--- config.mk ---
export PLATFORM = sky130hd
export DESIGN_NAME = sti_serializer
export DESIGN_NICKNAME = d
export VERILOG_FILES = /design/src/rtl/sti_serializer.sv
export SDC_FILE = /design/constraint.sdc
export NUM_CORES = 1
export LEC_CHECK = 0
export CELL_PAD_IN_SITES_DETAIL_PLACEMENT = 1
export CELL_PAD_IN_SITES_GLOBAL_PLACEMENT = 2
export CORE_ASPECT_RATIO = 0.75
export CORE_MARGIN = 5
export CORE_UTILIZATION = 36
export DETAILED_ROUTE_END_ITERATION = 6
export PLACE_DENSITY = 0.86
export SYNTH_ARGS = -nofsm -noshare
export SYNTH_HDL_FRONTEND = slang
export SYNTH_SLANG_ARGS = --single-unit
--- constraint.sdc ---
create_clock -name clk -period 6.2 [get_ports clk]
set_clock_uncertainty 0.05 [all_clocks]
set_input_delay 1.24 -clock clk [delete_from_list [all_inputs] [get_ports clk]]
set_output_delay 1.24 -clock clk [all_outputs]
set_load 0.02 [all_outputs]
--- src/rtl/sti_serializer.sv ---
// -----------------------------------------------------------------------------
// sti_serializer
//
// Serial transmitter feeding the DAC serial receiver. Each load pulse accepted
// in IDLE captures one 16-bit parallel word plus its framing controls, builds
// an 8/16/24/32-bit frame and shifts it out one bit per clock on so_data,
// qualified by so_valid. A word flagged with pi_end ends the stream: once its
// last bit is out the block parks in DONE with done held high until reset.
//
// Ports:
//   clk        system clock, all logic on the rising edge
//   rst        synchronous active-high reset, aborts any frame in flight
//   load       one-cycle transmit request, honoured only in IDLE
//   pi_data    16-bit parallel payload
//   pi_length  frame length code: 00=8, 01=16, 10=24, 11=32 bits
//   pi_fill    24/32-bit: 1 = payload in frame MSBs, 0 = payload in LSBs
//   pi_msb     1 = frame MSB first, 0 = frame LSB first
//   pi_low     8-bit: 1 = send pi_data[15:8], 0 = send pi_data[7:0]
//   pi_end     marks the final word of the stream
//   so_data    serial data bit, 0 whenever so_valid is 0
//   so_valid   high on every cycle carrying a frame bit
//   busy       high while a frame is being shifted
//   done       sticky end-of-stream flag
// -----------------------------------------------------------------------------
module sti_serializer #(
  parameter int CNT_W = 6
) (
  input  logic        clk,
  input  logic        rst,
  input  logic        load,
  input  logic [15:0] pi_data,
  input  logic [1:0]  pi_length,
  input  logic        pi_fill,
  input  logic        pi_msb,
  input  logic        pi_low,
  input  logic        pi_end,
  output logic        so_data,
  output logic        so_valid,
  output logic        busy,
  output logic        done
);

  typedef enum logic [1:0] {
    IDLE  = 2'd0,
    SHIFT = 2'd1,
    DONE  = 2'd2
  } state_t;

  state_t           state;
  state_t           state_next;

  logic [31:0]      shift_reg;
  logic [CNT_W-1:0] bit_cnt;
  logic             end_flag;

  logic             load_go;
  logic             last_bit;
  logic [31:0]      load_word;
  logic [CNT_W-1:0] load_len;

  // Frame contents, right-justified in 32 bits (bit L-1 is the frame MSB).
  function automatic logic [31:0] build_frame(input logic [15:0] d,
                                              input logic [1:0]  len,
                                              input logic        fill,
                                              input logic        low);
    logic [31:0] fr;
    case (len)
      2'd0:    fr = {24'd0, (low ? d[15:8] : d[7:0])};
      2'd1:    fr = {16'd0, d};
      2'd2:    fr = fill ? {8'd0, d, 8'd0} : {16'd0, d};
      default: fr = fill ? {d, 16'd0}      : {16'd0, d};
    endcase
    return fr;
  endfunction

  function automatic logic [31:0] bit_reverse(input logic [31:0] v);
    logic [31:0] r;
    r = '0;
    for (int i = 0; i < 32; i++) begin
      r[31-i] = v[i];
    end
    return r;
  endfunction

  // Reorders the frame so the bit to transmit first sits at [31] and every
  // following bit comes out of a plain left shift. For LSB-first the reversal
  // also moves the zero padding above the frame below the last bit, so it
  // never reaches the line.
  function automatic logic [31:0] align_first(input logic [31:0] fr,
                                              input logic [1:0]  len,
                                              input logic        msb);
    logic [31:0] r;
    if (msb) begin
      case (len)
        2'd0:    r = fr << 24;
        2'd1:    r = fr << 16;
        2'd2:    r = fr << 8;
        default: r = fr;
      endcase
    end else begin
      r = bit_reverse(fr);
    end
    return r;
  endfunction

  function automatic logic [CNT_W-1:0] frame_bits(input logic [1:0] len);
    return CNT_W'({len, 3'b000}) + CNT_W'(8);
  endfunction

  always_comb begin
    load_word = align_first(build_frame(pi_data, pi_length, pi_fill, pi_low),
                            pi_length, pi_msb);
    load_len  = frame_bits(pi_length);
  end

  assign load_go  = (state == IDLE) && load;
  // The counter holds the number of bits still on the line including the one
  // being shown; at 1 the final bit is out and SHIFT is left on this edge.
  assign last_bit = (state == SHIFT) && (bit_cnt == CNT_W'(1));

  // State register
  always_ff @(posedge clk) begin
    if (rst) begin
      state <= IDLE;
    end else begin
      state <= state_next;
    end
  end

  // Next-state logic
  always_comb begin
    state_next = state;
    case (state)
      IDLE: begin
        if (load) begin
          state_next = SHIFT;
        end
      end
      SHIFT: begin
        if (last_bit) begin
          state_next = end_flag ? DONE : IDLE;
        end
      end
      DONE: begin
        state_next = DONE;
      end
      default: begin
        state_next = IDLE;
      end
    endcase
  end

  // Datapath and registered outputs. The first frame bit is driven on the
  // load edge so it appears the cycle right after load is seen.
  always_ff @(posedge clk) begin
    if (rst) begin
      shift_reg <= '0;
      bit_cnt   <= '0;
      end_flag  <= 1'b0;
      so_data   <= 1'b0;
      so_valid  <= 1'b0;
      busy      <= 1'b0;
      done      <= 1'b0;
    end else begin
      so_valid <= (state_next == SHIFT);
      busy     <= (state_next == SHIFT);
      done     <= (state_next == DONE);
      if (load_go) begin
        so_data   <= load_word[31];
        shift_reg <= {load_word[30:0], 1'b0};
        bit_cnt   <= load_len;
        end_flag  <= pi_end;
      end else if (last_bit) begin
        so_data   <= 1'b0;
        shift_reg <= '0;
        bit_cnt   <= '0;
      end else if (state == SHIFT) begin
        so_data   <= shift_reg[31];
        shift_reg <= {shift_reg[30:0], 1'b0};
        bit_cnt   <= bit_cnt - CNT_W'(1);
      end else begin
        so_data   <= 1'b0;
      end
    end
  end

endmodule

Word level (Yosys, flattened, before mapping). Cells that the tools add are included.

$add $sub $neg: 2. Eq/ne operators: 7. Multiplexer cells: 19. Reductions and logical operators: 5.

Operator list (number): $pmux 32 s3 (2); $mux 32 (5); $mux 24 (1); $mux 6 (3); $mux 8 (1); $add 5x4->6 const B (1); $eq 2x1->1 const B (3); $eq 2x2->1 const B (3); $eq 6x1->1 const B (1); $mux 2 (3); $pmux 2 s3 (1); $sub 6x1->6 const B (1); $logic_not 2->1 (2); $mux 1 (3); $reduce_bool 3->1 (1); $logic_and 1x1->1 (2).

Bits in registers: 43. Input port bits: 25. Output and inout port bits: 4.

Longest topological paths before layout. Gate-level depths: netlist of the first run.

Word-level depth: 5. Gate-level depth with buffers: 9. Gate-level depth less buffers: 7.

Worst setup path after synthesis of the first run. OpenSTA, ideal clock, no wires.

Path kind: input-to-reg. Start: input pi_length[0]. End: register shift_reg[10]. Library setup time: 0.137 ns. Arrival time: 2.663 ns. Data required time: 6.013 ns. Slack: 3.350 ns. Cell stages on the path: 9. Path buffers: 2. Path through: inv_1 > ha_1 > nor2b_1 > buf_2 > and2_1 > buf_2 > a221o_1 > a32oi_1 > a211oi_1.

Cells in the longest elaborated chain, start to end: 5.

RTL lines: start, declared (RTL line 32) `input logic [1:0] pi_length,`; $eq 2x2->1, or another cell as far along (RTL line 67, 94); $pmux 32 s3 (RTL line 67) `case (len)`; $pmux 32 s3 (RTL line 94) `case (len)`; $mux 32 * (RTL line 93) `if (msb) begin`; $mux 32 * (RTL line 168) `if (load_go) begin`; end signal, assigned (RTL line 170) `shift_reg <= {load_word[30:0], 1'b0};`; end signal, assigned (RTL line 179) `shift_reg <= {shift_reg[30:0], 1'b0};`; end, declared (RTL line 52) `logic [31:0] shift_reg;`.

Every way passes the cells marked *; elsewhere a longest branch is shown, timed or not. A chain may end at the register's enable or synchronous reset.

Final worst setup path of the first run.
Start: input pi_length[0]. End: register shift_reg[31].

Same word-level chain as after synthesis.

==> impl_metrics.csv, run 1 <==
group,metric,value,unit
route,routed_wirelength,11600,um
placed_design,preCtsSetupSlack,1860,ps
synthesis,ys_async_sr_fraction,0,%
floorplan,floorplan.die.height,91.6,um
final_layout,finalInstanceArea,3600,um2
worst_setup_path,rr_worst_depth,5,
placed_design,dpl_cell_area,3440,um2
route,drtIter0Drc,380,
route,route.detailed.drc,0,
clock_tree,cts_max_level,2,
global_route,grt_start_max_net_pins,55,
synthesis,most_frequently_used_flop_master_after_synthesis,"dfxtp_1",
timing,tns,0,ps
global_route,initial_antenna_violation_count,0,
synthesis,synth.area.top_cells,"dfxtp_1 27%, nand2_1 6.6%, a221oi_1 5.5%",
timing,final_min_period_over_clock_period,66.4,%
route,drt-pass1-iter-count,5,
pwr,p_comb_share,26.2,%
timing,grt_setup_unrepaired,"no",
worst_setup_path,worst_r2r_startpoint,"bit_cnt[2]",
worst_setup_path,criticalPathCategory,"primary input to register",
clock_tree,root_buffer,"clkbuf_16",
pwr,share_seq_of_total_power,37.4,%
clock_tree,insertion_delay,290,ps
timing,report.final.slew_viol_count,0,
synthesis,syn-instance-count,429,
floorplan,floorplan.initialDensity,37.3,%
pwr,post-layout-total-power,0.839,mW
synthesis,fraction_of_synthesized_cell_area_taken_by_the_top_area_cell_type,27.0,%
floorplan,die_width,119,um
placed_design,place.port_buffers,28,
pwr,switching_power,0.266,mW
timing,max_slew_margin,18.3,%
hold_path,hold_start,"end_flag",
synthesis,yosysSeqAreaShare,27.0,%
clock_tree,clockBufferDepth,2,
clock_tree,clkSinkCount,43,
synthesis,syn_nets,460,
final_layout,fill_cells,1048,
synthesis,netlist_area,3190,um2
run_status,result_of_the_run,"finished, final reports clean",
final_layout,non_filler_instance_count_after_layout,525,
clock_tree,post_cts_hold_buffer_count,0,
synthesis,synth_top_area_cell,"dfxtp_1",
synthesis,ys_ff_latch,43,
timing,max_freq,243,MHz
route,wire_length_per_cell,22.1,um
route,dr_total_vias,3426,
pwr,clkPwrFrac,36.4,%
route,number_of_antenna_violating_nets_in_the_routed_design,0,
placed_design,finalWeightedCongestion,0.881,
worst_setup_path,crit_path_start_kind,"primary input",
floorplan,num_io_pins,29,
pwr,switching_share,31.7,%
final_layout,area_overhead_vs_synth,12.7,%
floorplan,core_region_area,8560,um2
worst_setup_path,required,6370,ps
hold_path,min_to,"end_flag",
worst_setup_path,critical_path_peak_fanout,26,
timing,worstMarginPinSlew,1220,ps
placed_design,detailed_place_hpwl,8060,um
worst_setup_path,cp-end-kind,"register",
clock_tree,cts_repair_resize_count,0,
global_route,first_global_vias,3292,
final_layout,final_layout_size_suffix_gt1_share,5.28,%
global_route,grt_usage,21.1,%
timing,final.hold.worst_slack,439,ps
route,routed_via_density,6.53,
synthesis,synth_commonest_cells,"56 x nand2_1, 43 x dfxtp_1, 38 x clkbuf_1",
final_layout,nNetsFinal,448,
clock_tree,cts_made_buffers,5,
pwr,power-per-cell-area,233,nW/um2
timing,finalWorstSetupSlack,2090,ps
pwr,p_int,0.573,mW
worst_setup_path,reg2reg_to,"shift_reg[27]",
worst_setup_path,reg2reg_setup_slack,3850,ps
final_layout,largest_reg_flops,31,
synthesis,synth_area_per_cell,7.44,um2
global_route,grt-ovfl-total,0,
synthesis,yosysMostFrequentCell,"nand2_1",
clock_tree,tritoncts,"built",
job,max_cap_violation_count,0,
timing,layout_min_cycle_time,4110,ps
final_layout,final_core_utilization,42.0,%
pwr,ir_worst_vdd,0.112,mV
floorplan,dieArea,10900,um2
floorplan,floorplan.rows,29,
clock_tree,cts.reportedPaths.clkPinSlew,60,ps
hold_path,hold_depth,2,
worst_setup_path,worst-endpoint-arrival,4280,ps
clock_tree,post-cts-setup-buffer-count,0,
pwr,power.static_leakage,1.29,nW
timing,final-setup-viol-count,0,
global_route,grt_pass1_wl,18500,um
final_layout,antennaDiodeCount,0,
placed_design,cell_count_post_placement,518,
synthesis,synth_edf_count,0,
timing,hold_violations,0,
synthesis,yosys.cell_types.count,46,
hold_path,hp-class,"register to register",
synthesis,synth_warnings,0,
==> layer usage <==
layer	global-route usage, %	vias up	part of all wire, %
li1	-	1586	-
met1	29.8	1689	48
met2	31.3	129	42
met3	6.09	22	8.2
met4	5.98	0	2.1
met5	0	-	0
==> layout by cell type, fill, tap and decap left out, drive strengths merged, types with 2 or more instances in the layout <==
cell and count:
nand2 56, dfxtp 43, nor2 37, clkdlybuf4s50 28, o21ai 27, a221oi 20
inv 18, a21oi 18, a2bb2oi 17, a221o 15, o32ai 11, a211oi 11
nand2b 8, nor2b 8, mux2 7, nand3 7, a32oi 7, a22oi 7
nor3 7, a31oi 6, ha 6, buf 6, clkbuf 6, nor3b 5
and2 4, a311o 4, o22ai 4, o2111a 4, o211a 3, o31ai 2
a311oi 2, or4 2
==> kinds of logic after synthesis <==
logic type | Yosys count | synth area share, %
simple gates | 136 | 19.4
flops | 43 | 27.0
mux | 7 | 2.47
xor+xnor | 1 | 0.274
fa+ha+maj | 6 | 2.35
buf+inv | 71 | 8.93
compound gates | 165 | 39.6
==> critical path: stages <==
cell             delay (ps)
clkdlybuf4s50_1         530
ha_1                    760
nor2_1                  150
o21ai_1                 840
a221oi_1                230
a311o_1                 380
o22ai_1                 140
==> power groups by stage <==
| stage | clock, mW | sequential [mW] | combinational, mW |
|---|---|---|---|
| 6_report | 0.305 | 0.314 | 0.220 |
| 2_1_floorplan | 0 | 0.314 | 0.150 |
| 5_1_grt | 0.316 | 0.316 | 0.239 |
| 3_5_place_dp | 0 | 0.319 | 0.216 |
| 4_1_cts | 0.307 | 0.313 | 0.217 |
| 3_3_place_gp | 0 | 0.318 | 0.212 |
==> worst max-delay path by stage <==
| stage | start | to | slack [ps] | cells after the start |
|---|---|---|---|---|
| after CTS | pi_length[0] | shift_reg[31] | 2170 | 7 |
| after detailed placement | pi_length[0] | shift_reg[31] | 1860 | 7 |
| final | pi_length[0] | shift_reg[31] | 2090 | 7 |
| after global placement | pi_length[0] | shift_reg[31] | 1980 | 7 |
| after global routing | pi_length[0] | shift_reg[31] | 1900 | 7 |
| after floorplan | pi_length[0] | shift_reg[10] | 3350 | 9 |
==> area by class of cell <==
| class | instances | area (um2) | share of cell area [%] |
|---|---|---|---|
| Tap cell | 108 | 135 | 3.76 |
| Clock buffer | 6 | 129 | 3.58 |
| Multi-Input combinational cell | 315 | 2050 | 57.0 |
| Clock inverter | 1 | 30.0 | 0.835 |
| Timing Repair Buffer | 34 | 325 | 9.04 |
| Sequential cell | 43 | 861 | 23.9 |
| Inverter | 18 | 67.6 | 1.88 |
(Power assumes the default switching activity.)
==> run 2, diff against run 1 <==
--- a/config.mk
+++ b/config.mk
@@ -9,9 +9,9 @@
 export CELL_PAD_IN_SITES_GLOBAL_PLACEMENT = 2
 export CORE_ASPECT_RATIO = 0.75
 export CORE_MARGIN = 5
-export CORE_UTILIZATION = 36
+export CORE_UTILIZATION = 30
 export DETAILED_ROUTE_END_ITERATION = 6
-export PLACE_DENSITY = 0.86
+export PLACE_DENSITY = 0.76
 export SYNTH_ARGS = -nofsm -noshare
 export SYNTH_HDL_FRONTEND = slang
 export SYNTH_SLANG_ARGS = --single-unit
==> constraint.sdc (replaced) <==
create_clock -name clk -period 3.68 [get_ports clk]
set_clock_uncertainty 0.05 [all_clocks]
set_input_delay 0.736 -clock clk [delete_from_list [all_inputs] [get_ports clk]]
set_output_delay 0.736 -clock clk [all_outputs]
set_load 0.02 [all_outputs]
==> run 2 against run 1 <==
Effect of this change: total power is 71% higher; register-to-register slack got worse by 2500 ps; final area up 3.1%.
==> impl_metrics.csv, run 2 (synthesized netlist as in run 1, its figures left out) <==
group,metric,value,unit
worst_setup_path,required,3810,ps
pwr,power-per-cell-area,387,nW/um2
timing,max_slew_margin,47.8,%
clock_tree,clkSinkCount,43,
final_layout,antennaDiodeCount,0,
final_layout,fill_cells,1278,
final_layout,final_common_cell,"nand2_1",
placed_design,dpl_cell_area,3540,um2
clock_tree,cts.reportedPaths.clkPinSlew,60,ps
route,routed_wirelength,12400,um
global_route,first_global_vias,3381,
worst_setup_path,crit_path_start_kind,"primary input",
route,number_of_antenna_violating_nets_in_the_routed_design,0,
global_route,grt-ovfl-total,0,
timing,report.final.slew_viol_count,0,
global_route,grt_usage,19.4,%
pwr,power.static_leakage,1.34,nW
timing,max_freq,325,MHz
timing,final_min_period_over_clock_period,83.7,%
route,dr_total_vias,3465,
worst_setup_path,critical_path_peak_fanout,9,
route,routed_via_density,6.15,
final_layout,area_overhead_vs_synth,16.2,%
run_status,result_of_the_run,"finished, final reports clean",
placed_design,detailed_place_hpwl,8700,um
worst_setup_path,criticalPathCategory,"primary input to register",
placed_design,cell_count_post_placement,555,
final_layout,non_filler_instance_count_after_layout,563,
clock_tree,post-cts-setup-buffer-count,0,
placed_design,finalWeightedCongestion,0.874,
floorplan,floorplan.die.height,99.3,um
timing,grt_setup_unrepaired,"no",
route,drt-pass1-iter-count,5,
floorplan,core_region_area,10300,um2
clock_tree,tritoncts,"built",
clock_tree,root_buffer,"clkbuf_16",
global_route,grt_pass1_wl,19600,um
final_layout,finalInstanceArea,3710,um2
clock_tree,post_cts_hold_buffer_count,0,
floorplan,die_width,129,um
timing,tns,0,ps
final_layout,final_layout_size_suffix_gt1_share,7.73,%
floorplan,floorplan.rows,32,
pwr,ir_worst_vdd,0.234,mV
final_layout,largest_reg_flops,31,
timing,layout_min_cycle_time,3080,ps
clock_tree,cts_max_level,2,
floorplan,dieArea,12800,um2
route,route.detailed.drc,0,
global_route,grt_start_max_net_pins,50,
placed_design,place.port_buffers,28,
floorplan,num_io_pins,29,
floorplan,floorplan.initialDensity,30.9,%
timing,worstMarginPinSlew,779,ps
clock_tree,insertion_delay,300,ps
hold_path,hp-class,"register to register",
clock_tree,cts_made_buffers,5,
timing,final-setup-viol-count,0,
timing,hold_violations,0,
route,wire_length_per_cell,22.1,um
global_route,initial_antenna_violation_count,0,
worst_setup_path,worst-endpoint-arrival,3210,ps
route,drtIter0Drc,515,
clock_tree,clockBufferDepth,2,
clock_tree,cts_repair_resize_count,0,
worst_setup_path,cp-end-kind,"register",
final_layout,layout.cells.most_common_list,"56 x nand2_1, 43 x dfxtp_1, 36 x nor2_1, 28 x clkdlybuf4s50_1, 25 x o21ai_0",
final_layout,nNetsFinal,457,
job,max_cap_violation_count,0,
-- run 2: changes by cell type in the layout (fill, tap and decap cells not counted), sizes merged --
cell and change:
buf +9, clkbuf -1, clkinv +2
-- run 2: final cells by class --
cell class | instances | area, um2 | share of cell area (%)
clock buffer | 5 | 125 | 3.37
clock inverter | 3 | 43.8 | 1.18
inverter | 18 | 67.6 | 1.82
multi-input combinational | 315 | 2050 | 55.2
sequential | 43 | 861 | 23.2
tap | 136 | 170 | 4.59
timing repair buffer | 43 | 393 | 10.6
-- run 2: metal layers --
metal  GRT usage (%)  wire length [um]  up-vias
met1            29.3              6100     1691
li1                -                 -     1611
met5               0                 0        -
met2            27.7              5190      145
met3            4.46               922       18
met4            4.36               213        0
-- run 2: path summary, 6_finish.rpt --
path | cells past startpoint | from | slack (ps) | end
worst max register to register | 5 | bit_cnt[2] | 1310 | bit_cnt[3]
worst min register to register | 2 | end_flag | 440 | end_flag
worst min-delay path | 2 | end_flag | 440 | end_flag
worst max-delay path | 9 | pi_length[1] | 600 | shift_reg[21]
-- run 2: critical path, stage by stage --
cell	delay, ps
clkdlybuf4s50_1	450
inv_1	100
ha_1	330
nor2b_1	110
nor3b_2	650
buf_4	290
nand2_1	70
o2111a_1	180
o32ai_1	280
-- run 2: where the power goes --
part,switching (mW),internal [mW],leakage [nW]
Combinational,0.231,0.154,0.902
Sequential,0.0277,0.501,0.353
Clock,0.203,0.321,0.0838
Total,0.461,0.975,1.34
-- run 2: stage by stage --
stage | hold slack, ps | util [%] | setup WS [ps] | total power [mW]
after global placement | 421 | 34.3 | 441 | 0.910
after global routing | 470 | 35.9 | 406 | 1.50
after detailed placement | 433 | 34.3 | 346 | 0.916
final | 439 | 35.9 | 601 | 1.44
after floorplan | 397 | - | 1330 | 0.782
after CTS | 443 | 35.9 | 652 | 1.44
==> run 3, diff against run 2 <==
--- a/config.mk
+++ b/config.mk
@@ -9,9 +9,9 @@
 export CELL_PAD_IN_SITES_GLOBAL_PLACEMENT = 2
 export CORE_ASPECT_RATIO = 0.75
 export CORE_MARGIN = 5
-export CORE_UTILIZATION = 30
+export CORE_UTILIZATION = 34
 export DETAILED_ROUTE_END_ITERATION = 6
-export PLACE_DENSITY = 0.76
+export PLACE_DENSITY = 0.82
 export SYNTH_ARGS = -nofsm -noshare
 export SYNTH_HDL_FRONTEND = slang
 export SYNTH_SLANG_ARGS = --single-unit
==> constraint.sdc (replaced) <==
create_clock -name clk -period 2.9 [get_ports clk]
set_clock_uncertainty 0.05 [all_clocks]
set_input_delay 0.58 -clock clk [delete_from_list [all_inputs] [get_ports clk]]
set_output_delay 0.58 -clock clk [all_outputs]
set_load 0.02 [all_outputs]
==> run 3 against run 2 <==
Effect of this change: final area increased by 4.1%; final cell count increased by 3.0%; sequential cell count unchanged; clock-buffer cell count increased by 1; highest routed layer unchanged; die area decreased by 11%; largest cell class unchanged; register-to-register slack got worse by 800 ps.
==> impl_metrics.csv, run 3 (synthesized netlist as in run 1, its figures left out) <==
group,metric,value,unit
final_layout,final_layout_size_suffix_gt1_share,12.8,%
route,drt-pass1-iter-count,6,
final_layout,largest_reg_flops,31,
hold_path,hp-class,"register to register",
clock_tree,clkSinkCount,43,
clock_tree,root_buffer,"clkbuf_16",
worst_setup_path,worst-endpoint-arrival,2740,ps
global_route,initial_antenna_violation_count,0,
timing,layout_min_cycle_time,2610,ps
pwr,power-per-cell-area,451,nW/um2
worst_setup_path,cp-startpoint,"pi_length[0]",
timing,final-setup-viol-count,0,
run_status,result_of_the_run,"finished, final reports clean",
clock_tree,cts_max_level,2,
clock_tree,cts.reportedPaths.clkPinSlew,60,ps
floorplan,floorplan.rows,30,
global_route,grt_usage,22.3,%
worst_setup_path,critical_path_peak_fanout,15,
final_layout,fill_cells,1129,
timing,worstMarginPinSlew,722,ps
clock_tree,tritoncts,"built",
global_route,grt-ovfl-total,0,
floorplan,core_region_area,9120,um2
final_layout,nNetsFinal,482,
placed_design,finalWeightedCongestion,0.914,
worst_setup_path,criticalPathCategory,"primary input to register",
timing,hold_violations,0,
floorplan,floorplan.initialDensity,35.0,%
timing,tns,0,ps
timing,grt_setup_unrepaired,"no",
clock_tree,post_cts_hold_buffer_count,0,
worst_setup_path,required,3020,ps
pwr,ir_worst_vdd,0.238,mV
timing,finalWorstSetupSlack,286,ps
worst_setup_path,cp-end-kind,"register",
route,wire_length_per_cell,21.5,um
clock_tree,insertion_delay,290,ps
placed_design,preCtsSetupSlack,-188,ps
final_layout,multiInputGateArea,2050,um2
route,dr_total_vias,3585,
final_layout,layout.cells.most_common_list,"56 x nand2_1, 43 x dfxtp_1, 40 x buf_4, 36 x nor2_1, 28 x clkdlybuf4s50_1",
worst_setup_path,worst_r2r_startpoint,"bit_cnt[2]",
floorplan,die_width,122,um
route,route.detailed.drc,0,
floorplan,floorplan.die.height,93.9,um
hold_path,hold_start,"end_flag",
timing,max_freq,383,MHz
final_layout,area_overhead_vs_synth,21.0,%
global_route,first_global_vias,3569,
pwr,power.static_leakage,1.44,nW
route,drtIter0Drc,329,
timing,report.final.slew_viol_count,0,
job,max_cap_violation_count,0,
route,number_of_antenna_violating_nets_in_the_routed_design,0,
route,routed_wirelength,12400,um
pwr,post-layout-total-power,1.74,mW
placed_design,place.port_buffers,28,
floorplan,dieArea,11400,um2
final_layout,final_common_cell,"nand2_1",
final_layout,antennaDiodeCount,0,
worst_setup_path,crit_path_start_kind,"primary input",
clock_tree,clockBufferDepth,2,
global_route,grt_pass1_wl,20000,um
global_route,grt_start_max_net_pins,42,
route,routed_via_density,6.18,
floorplan,num_io_pins,29,
timing,max_slew_margin,51.4,%
placed_design,detailed_place_hpwl,8820,um
clock_tree,cts_made_buffers,5,
final_layout,regArea,861,um2
timing,final.hold.worst_slack,436,ps
timing,final_min_period_over_clock_period,90.1,%
[run 3: cell count changes in the layout (fill, tap and decap cells not counted), sizes merged]
cell      previous run  this run
buf                 15        40
bufinv               1         0
clkbuf               5         6
clkinv               2         1
clkinvlp             0         1
[run 3: area by class of cell]
cell class,count,share of cell area (%)
Clock inverter,2,0.324
Sequential cell,43,22.3
Multi-Input combinational cell,315,53.1
Clock buffer,6,3.34
Timing Repair Buffer,68,15.0
Inverter,18,1.75
Tap cell,128,4.15
[run 3: per-layer routing]
layer	share of wire [%]	vias to the layer above	track usage, %	wire (um)
met5	0	-	0	0
met4	2.0	0	6.06	246
met3	7.4	21	4.27	916
met2	42	164	31.5	5240
met1	49	1738	34.0	6050
li1	-	1662	-	-
[run 3: report_power, final]
part | internal [mW] | switching (mW) | leakage [nW] | total (mW)
Clock | 0.318 | 0.238 | 0.0669 | 0.556
Sequential | 0.636 | 0.0353 | 0.353 | 0.671
Combinational | 0.217 | 0.296 | 1.02 | 0.514
[run 3: through the flow]
step                      instance area [um2]  utilization [%]  instances
after floorplan                          3190                -        429
after global placement                   3720             40.8        572
after detailed placement                 3720             40.8        572
after CTS                                3860             42.3        580
after global routing                     3860             42.4        580
final                                    3860             42.4        580
[run 3: final timing paths]
| path | end | slack (ps) | cells after the start |
|---|---|---|---|
| worst min register to register | end_flag | 440 | 2 |
| worst max register to register | shift_reg[27] | 510 | 5 |
| worst min-delay path | end_flag | 440 | 2 |
| worst max-delay path | shift_reg[25] | 290 | 8 |
[run 3: timing repair]
action	CTS	global route
buffers inserted	0	0
setup endpoints to repair	0	2
gates resized for setup	0	1
[run 3: worst max-delay path, cell delays in order]
cell,delay (ps)
clkdlybuf4s50_1,480
ha_1,250
buf_4,180
buf_4,200
nor2b_1,280
a2bb2oi_1,210
o211a_1,240
o32ai_1,320
